### config.mk
export PLATFORM = sky130hd
export DESIGN_NAME = guarded_state_reg_bank
export DESIGN_NICKNAME = d
export VERILOG_FILES = /design/src/rtl/guarded_state_reg_bank.sv
export SDC_FILE = /design/constraint.sdc
export NUM_CORES = 1
export LEC_CHECK = 0
export CAP_MARGIN = 40
export CORE_MARGIN = 2
export CORE_UTILIZATION = 46
export CTS_CLUSTER_DIAMETER = 200
export DETAILED_ROUTE_END_ITERATION = 16
export HOLD_SLACK_MARGIN = 0.12
export PLACE_DENSITY = 0.74
export SLEW_MARGIN = 20
export SYNTH_ARGS = -nofsm -noshare
export SYNTH_HDL_FRONTEND = slang
export SYNTH_SLANG_ARGS = --single-unit
### constraint.sdc
create_clock -name clk -period 2.25 [get_ports clk]
set_clock_uncertainty 0.2 [all_clocks]
set_input_delay 0.45 -clock clk [delete_from_list [all_inputs] [get_ports clk]]
set_output_delay 0.45 -clock clk [all_outputs]
set_load 0.02 [all_outputs]
### src/rtl/guarded_state_reg_bank.sv
// guarded_state_reg_bank
//   Register bank written under a fully decoded 2-bit mode and read with a
//   1-cycle latency. Per-entry init tracking masks reads of never-written
//   entries, flags them on uninit_err and counts them in a saturating
//   counter.
//
// Optional feature macro: GUARDED_BANK_SCRUB_EN
//   Defined:   INIT -> SCRUB (zero every entry, one per cycle) -> RUN.
//   Undefined: INIT -> RUN.
//
// Ports
//   clk         rising-edge clock
//   rst_n       synchronous active-low reset
//   wr_en       write request (taken only while ready)
//   wr_mode     00 clear, 01 load wr_data, 10 all-ones, 11 hold
//   wr_addr     write entry index
//   wr_data     write data (mode 01 only)
//   rd_en       read request (taken only while ready)
//   rd_addr     read entry index
//   ready       bank accepts requests (RUN state)
//   rd_data     read result, held while rd_valid=0
//   rd_valid    1-cycle pulse one cycle after an accepted read
//   uninit_err  pulses with rd_valid when the entry read was never written
//   err_cnt     saturating count of uninit_err pulses
//   init_map    bit i set once entry i has been written since reset
module guarded_state_reg_bank #(
  parameter int DATA_W    = 8,
  parameter int DEPTH     = 4,
  parameter int ERR_CNT_W = 8
) (
  input  logic                       clk,
  input  logic                       rst_n,
  input  logic                       wr_en,
  input  logic [1:0]                 wr_mode,
  input  logic [$clog2(DEPTH)-1:0]   wr_addr,
  input  logic [DATA_W-1:0]          wr_data,
  input  logic                       rd_en,
  input  logic [$clog2(DEPTH)-1:0]   rd_addr,
  output logic                       ready,
  output logic [DATA_W-1:0]          rd_data,
  output logic                       rd_valid,
  output logic                       uninit_err,
  output logic [ERR_CNT_W-1:0]       err_cnt,
  output logic [DEPTH-1:0]           init_map
);

  localparam int AW = $clog2(DEPTH);

  typedef enum logic [1:0] {
    ST_INIT  = 2'b00,
    ST_SCRUB = 2'b01,
    ST_RUN   = 2'b10
  } state_t;

  state_t              state;
  state_t              state_nxt;
  logic [DATA_W-1:0]   mem [DEPTH];

  logic                wr_in_range;
  logic                rd_in_range;
  logic                wr_sets;
  logic [DATA_W-1:0]   wr_val;
  logic                wr_go;
  logic                rd_go;

`ifdef GUARDED_BANK_SCRUB_EN
  logic [AW-1:0]       scrub_idx;
`endif

  // Range check on a one-bit-wider copy so it stays meaningful when DEPTH
  // is not a power of two.
  always_comb begin
    wr_in_range = ({1'b0, wr_addr} < (AW+1)'(DEPTH));
    rd_in_range = ({1'b0, rd_addr} < (AW+1)'(DEPTH));
  end

  always_comb begin
    wr_sets = 1'b0;
    wr_val  = '0;
    case (wr_mode)
      2'b00: begin
        wr_sets = 1'b1;
        wr_val  = '0;
      end
      2'b01: begin
        wr_sets = 1'b1;
        wr_val  = wr_data;
      end
      2'b10: begin
        wr_sets = 1'b1;
        wr_val  = '1;
      end
      default: begin
        wr_sets = 1'b0;
        wr_val  = '0;
      end
    endcase
  end

  always_comb begin
    ready = (state == ST_RUN);
    wr_go = ready && wr_en && wr_sets && wr_in_range;
    rd_go = ready && rd_en;
  end

  // FSM state register
  always_ff @(posedge clk) begin
    if (!rst_n) begin
      state <= ST_INIT;
    end else begin
      state <= state_nxt;
    end
  end

  // FSM next-state
  always_comb begin
    state_nxt = state;
    case (state)
      ST_INIT: begin
`ifdef GUARDED_BANK_SCRUB_EN
        state_nxt = ST_SCRUB;
`else
        state_nxt = ST_RUN;
`endif
      end
      ST_SCRUB: begin
`ifdef GUARDED_BANK_SCRUB_EN
        if (scrub_idx == AW'(DEPTH - 1)) begin
          state_nxt = ST_RUN;
        end
`else
        state_nxt = ST_RUN;
`endif
      end
      ST_RUN:  state_nxt = ST_RUN;
      default: state_nxt = ST_INIT;
    endcase
  end

`ifdef GUARDED_BANK_SCRUB_EN
  always_ff @(posedge clk) begin
    if (!rst_n) begin
      scrub_idx <= '0;
    end else if (state == ST_SCRUB) begin
      scrub_idx <= scrub_idx + 1'b1;
    end
  end
`endif

  // Entry storage is deliberately not reset; the reset edge itself must not
  // write, so updates are gated by rst_n.
  always_ff @(posedge clk) begin
    if (rst_n) begin
`ifdef GUARDED_BANK_SCRUB_EN
      if (state == ST_SCRUB) begin
        mem[scrub_idx] <= '0;
      end
`endif
      if (wr_go) begin
        mem[wr_addr] <= wr_val;
      end
    end
  end

  always_ff @(posedge clk) begin
    if (!rst_n) begin
      init_map <= '0;
    end else begin
`ifdef GUARDED_BANK_SCRUB_EN
      if (state == ST_SCRUB) begin
        init_map[scrub_idx] <= 1'b1;
      end
`endif
      if (wr_go) begin
        init_map[wr_addr] <= 1'b1;
      end
    end
  end

  // Read path samples mem/init_map before this edge's write lands, which
  // gives read-first behaviour on a same-address collision.
  always_ff @(posedge clk) begin
    if (!rst_n) begin
      rd_valid   <= 1'b0;
      uninit_err <= 1'b0;
      rd_data    <= '0;
      err_cnt    <= '0;
    end else begin
      rd_valid   <= rd_go;
      uninit_err <= 1'b0;
      if (rd_go) begin
        if (rd_in_range && init_map[rd_addr]) begin
          rd_data <= mem[rd_addr];
        end else begin
          rd_data    <= '0;
          uninit_err <= 1'b1;
          if (err_cnt != '1) begin
            err_cnt <= err_cnt + 1'b1;
          end
        end
      end
    end
  end

endmodule

Word-level counts from Yosys, hierarchy flattened
Memories as Yosys holds them, arrays and structs flattened.
Index checks and enable logic that the tools add are counted.
{ "word_totals": {"regBits": 24, "ram_bits": 32, "inputBits": 18, "out_inout_bits": 23, "word_cells": 40, "memories": 1} }
{ "classes": {"addsub": 1, "n_lt_le_gt_ge": 3, "n_eq_ne": 5, "muxes": 12, "bitwise": 2, "n_reduce_logical": 10} }
{ "memory_table": {"columns": ["memory", "depth", "width", "rd", "rd_clocked_by_memory_dff", "wr", "line", "rtl"], "rows": [
  ["mem", 4, 8, 1, 0, 1, "57", "logic [DATA_W-1:0] mem [DEPTH];"]
]} }
{ "op_table": {"columns": ["op", "count"], "rows": [
  ["$pmux 8 s2", 1],
  ["$add 8x1->8 const B", 1],
  ["$mux 8", 1],
  ["$ne 8x8->1 const B", 1],
  ["$mux 1", 7],
  ["$lt 2x3->1 const B", 2],
  ["$reduce_or 3->1", 2],
  ["$eq 2x1->1 const B", 2],
  ["$eq 2x2->1 const B", 2],
  ["$logic_and 1x1->1", 4],
  ["$logic_not 2->1", 2],
  ["$or 4x4->4", 1],
  ["$reduce_and 3->1", 1],
  ["$bmux 1 s2", 1],
  ["$demux 1 s2", 1],
  ["$ge 2x1->1 const B", 1],
  ["$mux 2", 1],
  ["$reduce_and 2->1", 1],
  ["$not 1->1", 1]
]} }

Logic depth before layout (Yosys ltp)
Gate-level depths: netlist (run 1).
{ "logic_depth": {"ltp_word": 7, "mapped_depth": 6, "depth_no_buf": 5} }

Worst setup path before layout (run 1)
Ideal clock, no wire load.
{ "synth_path": {"path_type": "input-to-reg", "startpoint": "input wr_mode[0]", "endpoint": "memory mem[0][0], enable pin", "setup_time_ps": 388, "arrival_ps": 1645, "t_required_ps": 1662, "path_slack_ps": 17, "path_stages": 3, "path_buffers": 0, "cell_sequence": "ha_1 -> and4b_1 -> nor3b_1"} }
{ "synth_via": {"elab_chain_len": 7, "elab_cells_between_ends": 9, "cone_classes": "eq/ne: 2; mux: 4; reduce/logical: 3"} }
{ "synth_lines": {"columns": ["item", "line", "rtl"], "rows": [
  ["start: declaration", "34", "input logic [1:0] wr_mode,"],
  ["$eq 2x2->1, or another cell as far along", "80", "case (wr_mode)"],
  ["$reduce_or 3->1 (no source line) (*)", null, null],
  ["$mux 1 (*)", "80", null],
  ["$logic_and 1x1->1 (*)", "102", "wr_go = ready && wr_en && wr_sets && wr_in_range;"],
  ["$mux 1 (*)", "159", "if (wr_go) begin"],
  ["$mux 1 (*)", "153", "if (rst_n) begin"],
  ["$mux 1 (implied by the code) (*)", "160", "mem[wr_addr] <= wr_val;"],
  ["end: declaration", "57", null]
]} }
Mark *: on every way between the ends. The rest lies on a longest branch, timed or not.

Worst setup path after layout (run 1)
{ "layout_path": {"startpoint": "register state[1]", "endpoint": "output ready"} }
{ "layout_via": {"elab_chain_len": 1} }
{ "layout_lines": {"columns": ["item", "line", "rtl"], "rows": [
  ["start: declaration", "55", "state_t state;"],
  ["start signal: assignment", "111", "state <= state_nxt;"],
  ["$eq 2x2->1", "101", "ready = (state == ST_RUN);"],
  ["end: declaration", "39", "output logic ready,"]
]} }
No other way between the ends.

==> results of run 1 <==
state kept, by name, indices dropped and copies added, names as in the netlist:
register / flops
mem: 32
rd_data: 8
err_cnt: 8
init_map: 4
uninit_err: 1
rd_valid: 1
state: 1
routing by layer:
layer / track usage, % / wire, um
met2: 26.0 / 1920
met3: 4.47 / 135
met1: 23.7 / 1980
met4: 6.55 / 45
met5: 0 / 0
layout make-up:
| cell class | instances | area (um2) |
|---|---|---|
| clock buffer | 5 | 68.8 |
| clock inverter | 3 | 15.0 |
| fill | 400 | 1820 |
| inverter | 10 | 37.5 |
| multi-input combinational | 100 | 771 |
| sequential | 55 | 1420 |
| tap | 67 | 83.8 |
| timing repair buffer | 58 | 538 |
report_power, final:
| group | switching [mW] | total, mW | internal (mW) | leakage [nW] |
|---|---|---|---|---|
| logic | 0.0756 | 0.161 | 0.0858 | 0.581 |
| registers | 0.00748 | 1.08 | 1.08 | 0.515 |
| clock network | 0.304 | 0.516 | 0.212 | 0.0392 |
through the flow:
stage	total power, mW	setup WS (ns)	TNS (ns)	std cells
6_report	1.76	0.196	0	298
3_3_place_gp	1.27	-0.271	-2.37	290
5_1_grt	1.85	0.128	0	298
2_1_floorplan	1.19	0.0166	0	172
4_1_cts	1.79	0.0120	0	298
3_5_place_dp	1.27	-0.313	-3.21	290
worst paths after layout:
check	from	endpoint	slack, ns
max	state[1]$_SDFF_PN0_	ready	0.20
min	rd_data[6]$_SDFFE_PN0P_	rd_data[6]$_SDFFE_PN0P_	0.26
max reg2reg	init_map[1]$_SDFFE_PN0P_	err_cnt[4]$_SDFFE_PN0P_	0.38
min reg2reg	rd_data[6]$_SDFFE_PN0P_	rd_data[6]$_SDFFE_PN0P_	0.26
cells by family after synthesis:
family	count (synthesis)	share of synthesized area, %
compound gates	37	10.4
fa+ha+maj	4	2.21
buf+inv	17	3.36
flops	55	62.7
mux	11	10.5
simple gates	48	10.9
cells in the final DEF (no fill, tap or decap), types with 2 or more instances in the layout:
| master | netlist | layout |
|---|---|---|
| clkdlybuf4s50_1 | 0 | 39 |
| edfxtp_1 | 32 | 32 |
| dfxtp_1 | 23 | 23 |
| buf_4 | 1 | 18 |
| nand2_1 | 14 | 14 |
| nor2_1 | 12 | 12 |
| inv_1 | 10 | 10 |
| o21ai_0 | 10 | 10 |
| a21oi_1 | 9 | 9 |
| nand3_1 | 5 | 5 |
| a21boi_1 | 5 | 5 |
| mux4_1 | 5 | 5 |
| clkbuf_8 | 0 | 5 |
| a21o_1 | 4 | 4 |
| ha_1 | 4 | 4 |
| o31ai_1 | 3 | 3 |
| or4_1 | 3 | 3 |
| mux4_2 | 3 | 3 |
| and3_1 | 2 | 2 |
| mux2_4 | 2 | 2 |
| nand4_1 | 2 | 2 |
| o211ai_1 | 2 | 2 |
| clkinv_1 | 0 | 2 |
==> metrics.md, run 1 <==
| Metric | Value |
|---|---|
| CTS Buffer Depth | 2 |
| Die Y | 74.2 um |
| Final #Nets | 252 |
| Row cnt | 25 |
| Postcts setup bufs | 0 |
| Final min period | 2.05 ns |
| Gr usage total | 17.1% |
| CP Class | register to output pin |
| # IOs | 41 |
| RSZ-0062 raised after global routing | no |
| CTS Buf Count | 5 |
| Die W | 74.2 um |
| Drt first-iter violations | 101 |
| Clk root buf | clkbuf_8 |
| Global-route wire length before repair | 6.91 mm |
| Mapped Nets | 194 |
| Pins Over Slew Limit | 0 |
| Synth top area cells | edfxtp_1, dfxtp_1, mux4_1, mux4_2, nand2_1 |
| Netlist cell types | 39 |
| Avg WL per Cell | 13.7 um |
| FF-to-FF path depth | 4 |
| Post-synth top cells | edfxtp_1, dfxtp_1, nand2_1 |
| Worst-Margin Slew | 0.488 ns |
| Ys async rst share | 0% |
| Core footprint | 0.00475 mm2 |
| Grt ovf | 0 |
| Hold Crit Class | register to register |
| Max-Cap Viols | 0 |
| Hold slack | 0.257 ns |
| Cell with the most instances after synthesis | edfxtp_1 |
| CP max FO | 6 |
| Fin util | 61.7% |
| Via density | 5.05 |
| Worst-skew pair later-pin latency | 0.31 ns |
| DP Wirelength | 3.10 mm |
| Stages on worst setup path | 1 |
| Routed WL | 4.08 mm |
| Average cell area after synthesis | 13.2 um2 |
| CTS clk-pin slew, worst paths | 0.09 ns |
| CP Capture Type | output pin |
| H-tree depth | 2 |
| Share of the synthesized area in the top cell type | 42.4% |
| Final hold vios | 0 |
| Leak Pwr | 1.14 nW |
| Starting Density | 47.7% |
| YS warnings | 0 |
| Port Buffers | 40 |
| Post-Syn Instances | 172 |
| Power density over the cells | 600 mW/mm2 |
| Register bit total from synthesis | 55 |
| Largest net degree at the start of global routing | 19 |
| TritonCTS clock tree | yes |
| Seq/Total Area, Yosys | 62.7% |
| DRT Pass-1 Iters | 4 |
| Slowest-stage cell, CP | clkdlybuf4s50_1 |
| Post-synth EDFFs | 32 |
| Antenna violations before repair | 0 |
| Achievable Freq | 487 MHz |
| Clk sinks | 55 |
| Nature of the critical path startpoint | register |
| Area of the mapped netlist | 0.00227 mm2 |
| RD Place Congestion | 0.758 |
| Slew headroom | 67.3% |
| Area grow syn2layout | 29.4% |
| CP arrival | 1.40 ns |
| Leading area contributor after synthesis | edfxtp_1 |
| Vias in the first global route | 1434 |
| DP Area | 0.00285 mm2 |
| Critical path buffer and inverter count | 1 |
| VDD IR max | 0.000309 V |
| Vias after detailed routing | 1506 |
| Top_reg_cell synth | edfxtp_1 |
| Worst endpoint required time | 1.60 ns |
| Ratio of cells with drive above 1 in the final layout | 12.6% |
| Crit share post-route | 91.3% |
| Delay-heaviest family, CP | buffers and inverters |
| CTS-repair resized insts | 0 |
| Finished Cell Area | 0.00294 mm2 |
| Status | finished clean |
| Ant. Diodes | 0 |
| Die area | 0.00551 mm2 |
| Final ANT Viol Nets | 0 |
| Final Setup Violations | 0 |
| Max stage delay on crit path | 0.65 ns |
| Hold Path Depth | 2 |
| Worst path cell trace | clkdlybuf4s50_1 |
| Hold Buf Count CTS | 0 |
| # DRC | 0 |
(Power assumes the default switching activity.)
==> run 2: changes to the inputs <==
--- a/config.mk
+++ b/config.mk
@@ -7,11 +7,11 @@
 export LEC_CHECK = 0
 export CAP_MARGIN = 40
 export CORE_MARGIN = 2
-export CORE_UTILIZATION = 46
+export CORE_UTILIZATION = 51
 export CTS_CLUSTER_DIAMETER = 200
 export DETAILED_ROUTE_END_ITERATION = 16
 export HOLD_SLACK_MARGIN = 0.12
-export PLACE_DENSITY = 0.74
+export PLACE_DENSITY = 0.78
 export SLEW_MARGIN = 20
 export SYNTH_ARGS = -nofsm -noshare
 export SYNTH_HDL_FRONTEND = slang
==> constraint.sdc (replaced) <==
create_clock -name clk -period 2.52 [get_ports clk]
set_clock_uncertainty 0.2 [all_clocks]
set_input_delay 0.504 -clock clk [delete_from_list [all_inputs] [get_ports clk]]
set_output_delay 0.504 -clock clk [all_outputs]
set_load 0.02 [all_outputs]
==> run 2 against run 1 <==
Cell count down 7.0%. Worst setup slack got worse by 0.046 ns. Clock power is 5.2% lower. Combinational power decreased by 11%. Hold slack gained 0.015 ns. Critical path depth increased by 4. Utilization grew 5.1 points. Count of clock-buffer cells in the layout is the same. Flip-flop and latch count unchanged. Largest cell class unchanged.
==> metrics.md, run 2 (synthesized netlist as in run 1, its figures left out) <==
| Metric | Value |
|---|---|
| Fin util | 66.9% |
| Drt first-iter violations | 112 |
| Vias after detailed routing | 1561 |
| Slew headroom | 64.1% |
| # IOs | 41 |
| DRT Pass-1 Iters | 4 |
| Ant. Diodes | 0 |
| Via density | 5.64 |
| Crit share post-route | 94.0% |
| Routed wl met2 | 2.21 mm |
| Starting Density | 52.5% |
| Gr usage total | 18.7% |
| Die Y | 70.7 um |
| Met3 WL | 290 um |
| Top Layer Used | met4 |
| Global-route wire length before repair | 7.39 mm |
| Achievable Freq | 422 MHz |
| Hold Crit Class | register to register |
| TritonCTS clock tree | yes |
| Area of the multi-input gates | 771 um2 |
| RSZ-0062 raised after global routing | no |
| # DRC | 0 |
| Final ANT Viol Nets | 0 |
| Power density over the cells | 554 mW/mm2 |
| Final Power | 1.60 mW |
| Vias in the first global route | 1500 |
| Row cnt | 24 |
| Flop2flop setup slack | 0.65 ns |
| CTS-repair resized insts | 0 |
| Nature of the critical path startpoint | input pin |
| Avg WL per Cell | 16.0 um |
| Worst-skew pair later-pin latency | 0.30 ns |
| Grt ovf | 0 |
| Storage element area | 0.00142 mm2 |
| CP Capture Type | register |
| Max FFs per register | 32 |
| Commonest non-fill, non-tap cell in the layout | clkdlybuf4s50_1 |
| Postcts setup bufs | 0 |
| Core footprint | 0.00432 mm2 |
| CTS Buffer Depth | 2 |
| CTS Buf Count | 5 |
| Max-Cap Viols | 0 |
| Die area | 0.00500 mm2 |
| Final #Nets | 246 |
| Routed WL | 4.42 mm |
| CTS clk-pin slew, worst paths | 0.10 ns |
| # fillers | 335 |
| CP max FO | 7 |
| Final Setup Violations | 0 |
| Port Buffers | 40 |
| Pins Over Slew Limit | 0 |
| Worst endpoint required time | 2.56 ns |
| M1 WL | 1.83 mm |
| Antenna violations before repair | 0 |
| RD Place Congestion | 0.869 |
| Clk root buf | clkbuf_8 |
| Leak Pwr | 1.10 nW |
| Hold slack | 0.272 ns |
| Hold Buf Count CTS | 0 |
| CP Class | input pin to register |
| Top Registers | mem: 32 flops, err_cnt: 8 flops, rd_data: 8 flops |
| DP Wirelength | 3.29 mm |
| H-tree depth | 2 |
| Worst-Margin Slew | 0.536 ns |
| Commonest cells after routing, fill and taps aside | clkdlybuf4s50_1, edfxtp_1, dfxtp_1 |
| Ratio of cells with drive above 1 in the final layout | 11.1% |
| Area grow syn2layout | 27.5% |
| Final min period | 2.37 ns |
| Largest net degree at the start of global routing | 20 |
| Status | finished clean |
| Die W | 70.7 um |
| Clk sinks | 55 |
| Final hold vios | 0 |
| Most flop-heavy register | mem |
| VDD IR max | 0.000368 V |
| CP arrival | 2.41 ns |
-- run 2: cell type report --
cell class	instances	share of cell area, %
clock buffers	5	2.38
clock inverters	3	0.865
inverters	10	1.30
multi-input cells	100	26.7
flip-flops and latches	55	49.2
well taps	52	2.25
repair buffers	52	17.4
-- run 2: worst paths after layout --
path / startpoint / endpoint / cells past startpoint
setup / recovery: rd_addr[1] / err_cnt[4]$_SDFFE_PN0P_ / 5
hold / removal: rd_data[1]$_SDFFE_PN0P_ / rd_data[1]$_SDFFE_PN0P_ / 2
setup reg to reg: init_map[3]$_SDFFE_PN0P_ / err_cnt[4]$_SDFFE_PN0P_ / 4
hold reg to reg: rd_data[1]$_SDFFE_PN0P_ / rd_data[1]$_SDFFE_PN0P_ / 2
-- run 2: power breakdown --
group / leakage (nW) / internal [mW] / switching [mW]
registers: 0.515 / 0.962 / 0.00727
logic: 0.544 / 0.0731 / 0.0702
clock network: 0.0452 / 0.203 / 0.286
total: 1.10 / 1.24 / 0.364
-- run 2: stage by stage --
| stage | setup slack (ns) | std cells | TNS, ns | area, um2 |
|---|---|---|---|---|
| 6_report | 0.151 | 277 | 0 | 2890 |
| 5_1_grt | 0.120 | 277 | 0 | 2890 |
| 4_1_cts | 0.176 | 277 | 0 | 2890 |
| 3_5_place_dp | -0.127 | 269 | -0.476 | 2800 |
| 3_3_place_gp | -0.0612 | 269 | -0.165 | 2800 |
| 2_1_floorplan | 0.233 | 172 | 0 | 2270 |
-- run 2: metal layers --
layer,vias up,GRT usage (%)
met3,10,4.42
met2,63,32.0
met4,0,5.45
met1,737,23.9
li1,751,-
met5,-,0
-- run 2: worst max-delay path, cell delays in order --
cell and delay (ns):
clkdlybuf4s50_1 0.60, mux2_4 0.34, o22a_1 0.29, or4_1 0.53, a21boi_1 0.15
==> run 3: changes to the inputs <==
--- a/config.mk
+++ b/config.mk
@@ -12,7 +12,8 @@
 export DETAILED_ROUTE_END_ITERATION = 16
 export HOLD_SLACK_MARGIN = 0.12
 export PLACE_DENSITY = 0.78
-export SLEW_MARGIN = 20
+export RECOVER_POWER = 25
+export SETUP_SLACK_MARGIN = 0.2
 export SYNTH_ARGS = -nofsm -noshare
 export SYNTH_HDL_FRONTEND = slang
 export SYNTH_SLANG_ARGS = --single-unit
==> run 3 against run 2 <==
Worst setup slack improved by 0.15 ns. Register-to-register slack got worse by 0.06 ns. Count of clock-buffer cells in the layout did not move. Critical endpoint is now mem[0][1]$_DFFE_PP_.
==> metrics.md, run 3 (synthesized netlist as in run 1, its figures left out) <==
| Metric | Value |
|---|---|
| Flop2flop setup slack | 0.59 ns |
| Achievable Freq | 450 MHz |
| Internal | 1.24 mW |
| DP Area | 0.00280 mm2 |
| Area grow syn2layout | 27.1% |
| Core footprint | 0.00432 mm2 |
| Final #Nets | 246 |
| Postcts setup bufs | 0 |
| Final Setup Violations | 0 |
| CTS-repair resized insts | 1 |
| Finished Cell Area | 0.00288 mm2 |
| Die area | 0.00500 mm2 |
| Global-route wire length before repair | 7.39 mm |
| Clock network fraction of total power | 30.7% |
| Row cnt | 24 |
| Worst-Margin Slew | 0.655 ns |
| Max FFs per register | 32 |
| Drt first-iter violations | 120 |
| Worst path cell trace | dlygate4sd3_1, ha_1, and4b_1, nor3b_1, buf_4 |
| Top Registers | mem: 32 flops, err_cnt: 8 flops, rd_data: 8 flops |
| Vias in the first global route | 1500 |
| # DRC | 0 |
| Worst-skew pair later-pin latency | 0.30 ns |
| Max stage delay on crit path | 0.58 ns |
| Hold Buf Count CTS | 0 |
| Largest net degree at the start of global routing | 20 |
| Port Buffers | 40 |
| Logic pwr share | 8.8% |
| DRT Pass-1 Iters | 5 |
| CP Capture Type | register |
| Delay-heaviest family, CP | buffers and inverters |
| Crit path from | wr_mode[0] |
| Die W | 70.7 um |
| Status | finished clean |
| Stages on worst setup path | 5 |
| Final ANT Viol Nets | 0 |
| Vias after detailed routing | 1563 |
| CP max FO | 9 |
| RSZ-0062 raised after global routing | no |
| Clk root buf | clkbuf_8 |
| CTS Buffer Depth | 2 |
| Die Y | 70.7 um |
| DP Wirelength | 3.29 mm |
| TritonCTS clock tree | yes |
| Max-Cap Viols | 0 |
| CTS clk-pin slew, worst paths | 0.10 ns |
| Clk sinks | 55 |
| Nature of the critical path startpoint | input pin |
| Final hold vios | 0 |
| Ant. Diodes | 0 |
| H-tree depth | 2 |
| VDD IR max | 0.000366 V |
| Hold Crit Class | register to register |
| Net Sw Frac | 22.8% |
| Reg2reg start | init_map[3]$_SDFFE_PN0P_ |
| # IOs | 41 |
| Seq pwr share | 60.6% |
| Most flop-heavy register | mem |
| Commonest non-fill, non-tap cell in the layout | clkdlybuf4s50_1 |
| Via density | 5.64 |
| Starting Density | 52.5% |
| Slowest-stage cell, CP | dlygate4sd3_1 |
| Pins Over Slew Limit | 0 |
| FF-to-FF path depth | 4 |
| Final min period | 2.22 ns |
| Gr usage total | 18.7% |
| RD Place Congestion | 0.869 |
| Grt ovf | 0 |
| Crit path to | mem[0][1]$_DFFE_PP_ |
| Power density over the cells | 555 mW/mm2 |
| CTS Buf Count | 5 |
| Ratio of cells with drive above 1 in the final layout | 10.2% |
| FF-to-FF End | err_cnt[4]$_SDFFE_PN0P_ |
| CP Class | input pin to register |
| P_sw | 0.364 mW |
| Routed WL | 4.39 mm |
| Commonest cells after routing, fill and taps aside | clkdlybuf4s50_1, edfxtp_1, dfxtp_1 |
| Hold slack | 0.273 ns |
| Leak Pwr | 1.10 nW |
| CP arrival | 2.03 ns |
| Beginning of the worst hold path | rd_data[1]$_SDFFE_PN0P_ |
| Slew headroom | 56.4% |
| Crit share post-route | 88.2% |
| Antenna violations before repair | 0 |
| Worst endpoint required time | 2.33 ns |
| Critical path buffer and inverter count | 2 |
| Avg WL per Cell | 15.8 um |
-- run 3: worst register-to-register path: stages, from the launching register on --
cell and delay, ns:
dfxtp_1 0.37, mux2_1 0.34, o22a_1 0.29, or4_1 0.53
a21boi_1 0.15
-- run 3: how the worst min path moves through the flow --
stage | endpoint | slack, ns | cells past startpoint
finish | rd_data[1]$_SDFFE_PN0P_ | 0.27 | 2
detailed placement | rd_data[1]$_SDFFE_PN0P_ | 0.25 | 2
floorplan | state[1]$_SDFF_PN0_ | 0.33 | 0
CTS | rd_data[1]$_SDFFE_PN0P_ | 0.28 | 2
global placement | rd_data[4]$_SDFFE_PN0P_ | 0.24 | 2
global route | rd_data[1]$_SDFFE_PN0P_ | 0.30 | 2
-- run 3: per-stage QoR --
stage	power, mW	setup WS, ns	util, %	instances	setup TNS (ns)
2_1_floorplan	1.06	0.233	-	172	0
3_5_place_dp	1.13	-0.127	64.7	269	-0.476
5_1_grt	1.66	0.216	66.7	277	0
3_3_place_gp	1.12	-0.0612	64.7	269	-0.165
4_1_cts	1.61	0.395	66.8	277	0
6_report	1.60	0.297	66.7	277	0
-- run 3: cell type report --
type,count,area (um2)
clock inverter,3,25.0
clock buffer,5,68.8
inverter,10,37.5
timing repair buffer,52,498
tap,52,65.1
multi-input combinational,100,767
sequential,55,1420
fill,338,1440
-- run 3: power groups by stage --
stage / Sequential [mW] / Clock (mW) / Combinational, mW
global placement: 0.988 / 0 / 0.136
detailed placement: 0.990 / 0 / 0.143
floorplan: 0.996 / 0 / 0.0654
finish: 0.969 / 0.491 / 0.140
global route: 0.970 / 0.538 / 0.153
CTS: 0.969 / 0.500 / 0.143
-- run 3: per-layer routing --
layer	vias up	routed length, um	global-route usage (%)
met1	732	1810	23.9
met3	12	291	4.42
met2	66	2190	32.0
met5	-	0	0
met4	0	102	5.45
li1	753	-	-
